===== src/rtl/adder_pkg.sv =====
// Shared constants and payload layout for the pipelined adder.
// Optional signed-overflow output is enabled with ADDER_PIPE_OVF_EN.
package adder_pkg;

    localparam int ADDER_WIDTH  = 32;
    localparam int ADDER_STAGES = 4;

    // Per-stage payload at the default width; modules re-declare the same
    // layout locally so it can follow their WIDTH parameter.
    typedef struct packed {
        logic                   valid;
        logic                   carry;
        logic [ADDER_WIDTH-1:0] sum;
        logic [ADDER_WIDTH-1:0] a;
        logic [ADDER_WIDTH-1:0] b;
    } payload_t;

    function automatic int payload_bits(input int width);
        return 2 + 3 * width;
    endfunction

endpackage


===== src/rtl/adder_stage.sv =====
// One CHUNK-wide slice of the pipelined adder: slice add plus the stage's
// valid/payload register, loaded whenever the next stage can take data.
module adder_stage
    import adder_pkg::*;
#(
    parameter int WIDTH  = ADDER_WIDTH,
    parameter int STAGES = ADDER_STAGES,
    parameter int IDX    = 0
) (
    input  logic                           clk,
    input  logic                           rst,
    input  logic [payload_bits(WIDTH)-1:0] up_i,
    input  logic                           dn_ready_i,
    output logic                           ready_o,
    output logic [payload_bits(WIDTH)-1:0] dn_o
);

    localparam int CHUNK = WIDTH / STAGES;
    localparam int LO    = IDX * CHUNK;

    typedef struct packed {
        logic             valid;
        logic             carry;
        logic [WIDTH-1:0] sum;
        logic [WIDTH-1:0] a;
        logic [WIDTH-1:0] b;
    } stage_t;

    stage_t           up;
    stage_t           stage_d;
    stage_t           stage_q;
    logic [CHUNK:0]   slice_sum;

    assign up = up_i;

    // NOTE: every variable gets a full default first so no path leaves it unassigned (no latch).
    always_comb begin
        stage_d   = up;
        slice_sum = {1'b0, up.a[LO +: CHUNK]} + {1'b0, up.b[LO +: CHUNK]}
                  + {{CHUNK{1'b0}}, up.carry};
        stage_d.sum[LO +: CHUNK] = slice_sum[CHUNK-1:0];
        stage_d.carry            = slice_sum[CHUNK];
    end

    // Loading on an empty slot lets a bubble be overwritten even while stalled.
    assign ready_o = !stage_q.valid || dn_ready_i;

    // NOTE: state uses non-blocking assignment so all stages sample old values on the same edge.
    always_ff @(posedge clk or posedge rst) begin
        if (rst) begin
            // NOTE: the payload is reset as well, because sum/cout must read zero while in reset.
            stage_q <= '0;
        end else if (ready_o) begin
            stage_q <= stage_d;
        end
    end

    assign dn_o = stage_q;

endmodule


===== src/rtl/adder_pipe.sv =====
// Pipelined WIDTH-bit adder, STAGES slices of WIDTH/STAGES bits, valid/ready
// on both sides with bubble collapse. Define ADDER_PIPE_OVF_EN to add port ovf.
module adder_pipe
    import adder_pkg::*;
#(
    parameter int WIDTH  = ADDER_WIDTH,
    parameter int STAGES = ADDER_STAGES
) (
    input  logic             clk,
    input  logic             rst,
    input  logic             in_valid,
    output logic             in_ready,
    input  logic [WIDTH-1:0] a,
    input  logic [WIDTH-1:0] b,
    input  logic             cin,
    output logic             out_valid,
    input  logic             out_ready,
    output logic [WIDTH-1:0] sum,
    output logic             cout
`ifdef ADDER_PIPE_OVF_EN
    ,
    output logic             ovf
`endif
);

    localparam int PW = payload_bits(WIDTH);

    if (WIDTH < 1 || STAGES < 1 || (WIDTH % STAGES) != 0) begin : g_bad_params
        $error("adder_pipe: WIDTH must be >= 1 and an exact multiple of STAGES");
    end

    typedef struct packed {
        logic             valid;
        logic             carry;
        logic [WIDTH-1:0] sum;
        logic [WIDTH-1:0] a;
        logic [WIDTH-1:0] b;
    } stage_t;

    logic [STAGES:0][PW-1:0] link;
    logic [STAGES:0]         rdy;
    stage_t                  head;
    stage_t                  tail;
    logic                    unused_operands;

    always_comb begin
        head       = '0;
        head.valid = in_valid;
        head.carry = cin;
        head.a     = a;
        head.b     = b;
    end

    assign link[0]     = head;
    assign rdy[STAGES] = out_ready;

    for (genvar k = 0; k < STAGES; k++) begin : g_stage
        adder_stage #(
            .WIDTH  (WIDTH),
            .STAGES (STAGES),
            .IDX    (k)
        ) u_stage (
            .clk        (clk),
            .rst        (rst),
            .up_i       (link[k]),
            .dn_ready_i (rdy[k+1]),
            .ready_o    (rdy[k]),
            .dn_o       (link[k+1])
        );
    end

    // Held low during reset; otherwise a pure function of stage valids and out_ready.
    assign in_ready = rdy[0] && !rst;

    assign tail      = link[STAGES];
    assign out_valid = tail.valid;
    assign sum       = tail.sum;
    assign cout      = tail.carry;

`ifdef ADDER_PIPE_OVF_EN
    assign ovf = (tail.a[WIDTH-1] == tail.b[WIDTH-1]) && (tail.sum[WIDTH-1] != tail.a[WIDTH-1]);
`endif

    // Fully consumed operands reach the last stage only to be dropped.
    assign unused_operands = ^{tail.a, tail.b};

endmodule


===== config.mk =====
export PLATFORM = sky130hd
export DESIGN_NAME = adder_pipe
export DESIGN_NICKNAME = d
export VERILOG_FILES = /design/src/rtl/adder_pkg.sv /design/src/rtl/adder_stage.sv /design/src/rtl/adder_pipe.sv
export SDC_FILE = /design/constraint.sdc
export NUM_CORES = 1
export LEC_CHECK = 0
export ABC_CLOCK_PERIOD_IN_PS = 5900
export BUFFER_PORTS_ARGS = -buffer_cell sky130_fd_sc_hd__buf_2
export CAP_MARGIN = 20
export CORE_AREA = 4 4 185 232
export CTS_CLUSTER_DIAMETER = 100
export DETAILED_ROUTE_END_ITERATION = 8
export DIE_AREA = 0 0 189 236
export PLACE_DENSITY_LB_ADDON = 0.08
export SETUP_SLACK_MARGIN = 0.15
export SYNTH_ARGS = -nofsm -noshare
export SYNTH_HDL_FRONTEND = slang
export SYNTH_HIERARCHICAL = 1
export SYNTH_SLANG_ARGS = --single-unit
export TNS_END_PERCENT = 5

===== constraint.sdc =====
create_clock -name clk -period 5.9 [get_ports clk]
set_input_delay 0.885 -clock clk [delete_from_list [all_inputs] [get_ports clk]]
set_output_delay 0.885 -clock clk [all_outputs]
set_load 0.01 [all_outputs]

==> results of run 1 <==
## layout make-up
| type | count | area, um2 |
|---|---|---|
| clock buffers | 19 | 433 |
| clock inverters | 13 | 146 |
| fillers | 4497 | 30800 |
| inverters | 8 | 30.0 |
| multi-input cells | 677 | 3510 |
| flip-flops and latches | 184 | 4600 |
| well taps | 552 | 691 |
| repair buffers | 114 | 623 |
## power by group through the flow
stage	logic, mW	clock network (mW)	registers (mW)
floorplan	0.662	0	1.78
global route	1.15	1.25	1.83
CTS	1.03	1.21	1.80
finish	0.991	1.15	1.78
global placement	1.02	0	1.82
detailed placement	1.02	0	1.82
## how the worst max path moves through the flow
stage | start | endpoint | slack, ns | cells past startpoint
final | out_ready | in_ready | 2.86 | 11
after global routing | out_ready | in_ready | 2.77 | 11
after CTS | out_ready | in_ready | 2.19 | 11
after detailed placement | out_ready | in_ready | 2.20 | 11
after global placement | out_ready | in_ready | 2.26 | 11
after floorplan | out_ready | in_ready | 2.10 | 17
## cells in the final DEF, fill, tap and decap left out
master        n
clkinv_4      2
nor2b_4       5
nor3b_1      20
clkbuf_1      2
buf_2       103
nor2_1        4
dfrtp_1     184
a211oi_2      4
inv_1         3
a21o_1        4
clkbuf_16    17
inv_2         5
mux2i_1       8
buf_12        2
o31a_1        8
a211oi_1     16
nor3_1       12
xnor2_1       4
o21bai_1      8
a221oi_1      8
o21a_1        4
a21o_2        4
nand2b_1     12
clkinvlp_4    5
o21ai_0      24
nor4b_1       4
ha_1         28
bufinv_16     2
o22a_1        4
fa_1          8
inv_6         3
nand2_1     480
o31ai_1       8
buf_4         9
clkinv_2      1
## through the flow
step / instances / power [mW] / util, % / setup slack [ns] / hold slack, ns
floorplan: 928 / 2.44 / - / 2.10 / 0.426
global placement: 1533 / 2.83 / 23.1 / 2.26 / 0.446
detailed placement: 1534 / 2.84 / 23.1 / 2.20 / 0.453
CTS: 1566 / 4.03 / 24.6 / 2.19 / 0.470
global route: 1567 / 4.23 / 24.6 / 2.77 / 0.472
finish: 1567 / 3.92 / 24.6 / 2.86 / 0.462
## metal layers
layer	part of all wire [%]	vias up	track usage [%]
met4	1.1	0	2.85
met5	0	-	0
met2	50	77	19.2
met3	3.1	15	2.34
met1	46	2984	14.0
li1	-	3133	-
## tightest hold or removal path: stages, from the launching register on
cell and delay, ns:
dfrtp_1 0.34, nand2_1 0.05, nand2_1 0.04
==> summary.md, run 1 <==
| Metric | Value |
|---|---|
| WS Path Type | primary input to primary output |
| Routed WL per cell | 15.0 um |
| Period utilization | 51.6% |
| Slew headroom | 40.4% |
| Sw Pwr | 1.31 mW |
| Worst R2R Path Depth | 6 |
| Final Hold Fails | 0 |
| Worst slew pin tran | 0.892 ns |
| Delay-heaviest family, CP | buffers and inverters |
| H-tree Lvls | 4 |
| # IOs | 104 |
| Largest net degree at the start of global routing | 67 |
| Global Route Usage Sum | 11.1% |
| Switching share of total power | 33.3% |
| I/O Buffers | 103 |
| Leak | 5.00 nW |
| Post-DP HPWL | about 16 mm |
| Worst skew pair latency | 0.43 ns |
| Mapped cell area | 8420 um2 |
| Warnings from Yosys | 6 |
| Max cap viols | 0 |
| CTS tree | yes |
| Detailed Route WL | 23.5 mm |
| Vias per cell | approximately 4 |
| Worst Setup Start Kind | primary input |
| CP Buf/Inv Count | 6 |
| Layout cells sized above 1 | approximately 16% |
| Initial Util | between 20% and 30% |
| Hold EP | g_stage[3].u_stage/dn_o[64] |
| FF-to-FF End | g_stage[3].u_stage/dn_o[96] |
| CP endpoint kind | primary output |
| Die Area | roughly 45000 um2 |
| First-pass GRT wire length | 38.9 mm |
| Pre-antenna DRT Iters | 4 |
| GP Congestion | 0.710 |
| Worst Path Arrival | roughly 2.2 ns |
| Site row count | 83 |
| CTS root buffer | clkbuf_16 |
| TNS Setup | 0 ns |
| PD cells | 391 nW/um2 |
| Core Footprint | 40800 um2 |
| Syn Nets | 1033 |
| Clock Pin Slew Worst Setup and Hold Paths | about 0.07 ns |
| Routed via count | between 6k and 7k |
| Setup bufs post-CTS | 0 |
| Hold depth | 2 |
| Grt ovf | 0 |
| FF-to-FF setup slack | 3.43 ns |
| CTS buffer count | 17 |
| Reg-to-Reg Start | g_stage[2].u_stage/dn_o[24] |
| Register share of total power | 45.3% |
| Synthesized instance count | 928 |
| 1st-iter DRT viols | 331 |
| Status | finished clean |
| Fin nets | 1107 |
| Final instance area | approximately 10000 um2 |
| Cell Int Power | between 2 and 3 mW |
| CP Cell Sequence | buf_2 -> nor2b_4 -> inv_1 -> nor2b_4 -> inv_1 -> nor2b_4 -> inv_1 -> nor2b_4 -> inv_2 -> nor2b_4 -> buf_2 |
| Hold Path Origin | g_stage[3].u_stage/dn_o[64] |
| Post-Place Cell Area | between 9000 and 10000 um2 |
| Worst Hold Class | flip-flop to flip-flop |
| Critical Path RT | between 5 and 6 ns |
| DRC viols | 0 |
| Max-slew violation count | 0 |
| Die Y | about 240 um |
| Resize count post-CTS | 0 |
| Critical-path top delay cell | nor2b_4 |
| Logic gate share of total power | about a quarter |
| Final worst path period need | 3.04 ns |
| Crit path top cell by count | nor2b_4 |
| Max clock buf depth | 2 |
| Vias in the first global route | 6908 |
| Post-route ant nets | 0 |
| Post-synthesis average cell area | 9.08 um2 |
| Clk sinks | 184 |
| RSZ-0062 raised after global routing | false |
| ANT cells | 0 |
| Fmax | 329 MHz |
| Crit Path Max Fanout | 13 |
| Clock power share | between 20 and 30% |
| Chip Width | 189 um |
| Final setup vio count | 0 |
| Hold Buf Count CTS | 0 |
| Final Skew | between 0.01 and 0.015 ns |
| Antenna violations before repair | 0 |
| Synthesis-to-layout area growth | 19.2% |
| Worst vdd ir | 0.214 mV |
| Delay of the slowest critical-path stage | between 0.15 and 0.2 ns |
| Max FFs per register | 184 |
Power figures use the tool's default switching activity.
==> inputs of run 2 (changes only) <==
--- a/config.mk
+++ b/config.mk
@@ -5,13 +5,14 @@
 export SDC_FILE = /design/constraint.sdc
 export NUM_CORES = 1
 export LEC_CHECK = 0
-export ABC_CLOCK_PERIOD_IN_PS = 5900
+export ABC_AREA = 1
+export ABC_CLOCK_PERIOD_IN_PS = 3150
 export BUFFER_PORTS_ARGS = -buffer_cell sky130_fd_sc_hd__buf_2
 export CAP_MARGIN = 20
-export CORE_AREA = 4 4 185 232
+export CORE_AREA = 4 4 185 231
 export CTS_CLUSTER_DIAMETER = 100
 export DETAILED_ROUTE_END_ITERATION = 8
-export DIE_AREA = 0 0 189 236
+export DIE_AREA = 0 0 189 235
 export PLACE_DENSITY_LB_ADDON = 0.08
 export SETUP_SLACK_MARGIN = 0.15
 export SYNTH_ARGS = -nofsm -noshare
==> constraint.sdc (replaced) <==
create_clock -name clk -period 3.15 [get_ports clk]
set_input_delay 0.4725 -clock clk [delete_from_list [all_inputs] [get_ports clk]]
set_output_delay 0.4725 -clock clk [all_outputs]
set_load 0.01 [all_outputs]
==> summary.md, run 2 <==
| Metric | Value |
|---|---|
| Worst Hold Class | primary input to async pin |
| Crit Path Max Fanout | 2 |
| CP endpoint kind | primary output |
| Worst hold slack | 0.168 ns |
| Vias in the first global route | approximately 6.4k |
| Layout cells sized above 1 | 15.1% |
| PD cells | 742 nW/um2 |
| Post-Layout Cell Count | about 1.7k |
| CTS root buffer | clkbuf_16 |
| Max cap viols | 0 |
| Period utilization | 72.9% |
| Core Util, Final | between 20% and 30% |
| Hold Buf Count CTS | 0 |
| First-pass GRT wire length | roughly 37 mm |
| Pre-antenna DRT Iters | 5 |
| Routed WL per cell | 13.3 um |
| Final worst path period need | ~2.3 ns |
| Post-Place Cell Area | 9420 um2 |
| Grt met3 use | ~2.3% |
| Leak | roughly 5.4 nW |
| Largest net degree at the start of global routing | 60 |
| ANT cells | 0 |
| Clock Pin Slew Worst Setup and Hold Paths | around 0.070 ns |
| Final setup vio count | 0 |
| Global Route met1 Usage | 15.4% |
| Pre-CTS setup slack | 0.983 ns |
| PnR Total Power | 7.46 mW |
| Max-slew violation count | 0 |
| CTS buffer count | 17 |
| Final Hold Fails | 0 |
| Fmax | 436 MHz |
| Initial Util | 20.7% |
| Clk sinks | 184 |
| Antenna violations before repair | 0 |
| Critical Path RT | 2.68 ns |
| Die Y | 235 um |
| Final WS setup | 0.855 ns |
| Synthesis-to-layout area growth | 20.3% |
| Reg-to-Reg Start | g_stage[3].u_stage/dn_o[97] |
| 1st-iter DRT viols | between 200 and 300 |
| Register area | ~4600 um2 |
| Worst vdd ir | 0.330 mV |
| TNS Setup | 0 ns |
| Synthesized instance count | 1019 |
| Worst skew pair latency | 0.44 ns |
| # IOs | 104 |
| Worst slew pin tran | 0.895 ns |
| RSZ-0062 raised after global routing | false |
| Routed via count | 6183 |
| Vias per cell | between 3 and 4 |
| GR Util met2 | 15.3% |
| Grt ovf | 0 |
| Global route hottest layer | met1 |
| Slew headroom | 40.2% |
| Fin nets | 1208 |
| WS Path Type | flip-flop to primary output |
| Post-DP HPWL | approximately 16 mm |
| # fillers | about 4.5k |
| Syn Nets | 1124 |
| Final instance area | a little over 10000 um2 |
| Max FFs per register | 184 |
| Final Skew | 0.0104 ns |
| CTS tree | yes |
| Setup bufs post-CTS | 0 |
| Site row count | a little over 80 |
| Core Footprint | 40300 um2 |
| CP Launch Point | g_stage[3].u_stage/dn_o[97] |
| Placed cells | between 1.5k and 2k |
| Status | finished clean |
| Worst Setup Start Kind | flip-flop |
| Commonest non-fill, non-tap cell in the layout | nand2_1 |
| Detailed Route WL | approximately 22 mm |
| Post-route ant nets | 0 |
| Global Route Usage Sum | 10.4% |
| Max clock buf depth | 2 |
| Commonest cells after routing, fill and taps aside | nand2_1 (581), dfrtp_1 (184), buf_2 (103), inv_1 (44), nand3_1 (35) |
| Mapped cell area | approximately 8400 um2 |
| GP Congestion | 0.702 |
| Die Area | 44400 um2 |
| DRC viols | 0 |
| Chip Width | 189 um |
| I/O Buffers | 103 |
| Post-synthesis average cell area | 8.20 um2 |
| Area occupied by multi-input gates | 3330 um2 |
| Resize count post-CTS | 0 |
| H-tree Lvls | 4 |
| Worst Path Arrival | 1.82 ns |
| Warnings from Yosys | 6 |
## run 2: metal layers
layer | vias to the layer above | wire length, um
met2 | 86 | 9340
li1 | 3287 | -
met1 | 2794 | 11800
met5 | - | 0
met3 | 16 | 627
met4 | 0 | 310
## run 2: worst paths after layout
kind                                          endpoint  slack [ns]  depth (start not counted)
hold reg to reg            g_stage[1].u_stage/dn_o[29]        0.46                          2
min in group clk           g_stage[0].u_stage/dn_o[46]        0.22                          3
setup reg to reg           g_stage[0].u_stage/dn_o[96]        1.20                         11
max in group asynchronous  g_stage[0].u_stage/dn_o[26]        2.08                          3
setup / recovery                              in_ready        0.85                         12
hold / removal             g_stage[3].u_stage/dn_o[70]        0.17                          3
## run 2: worst max-delay path, cell delays in order (launching register included)
cell and delay, ns:
dfrtp_1 0.36, inv_1 0.07, nor2_4 0.12, inv_2 0.07, nor2_4 0.11, inv_2 0.06, nor2_4 0.11, inv_2 0.06
nor2_4 0.11, inv_2 0.04, inv_1 0.11, nor2_2 0.04, buf_2 0.13
## run 2: final cells by class
class,instances,area share (%)
flip-flops and latches,184,45.8
clock inverters,11,1.68
clock buffers,21,4.58
inverters,50,1.87
repair buffers,117,6.17
well taps,546,6.80
multi-input cells,733,33.1
## run 2: where the power goes
part	internal (mW)	leakage, nW	switching, mW
Clock	1.37	0.307	0.956
Sequential	2.95	2.20	0.354
Combinational	0.699	2.91	1.13
Total	5.02	5.42	2.44
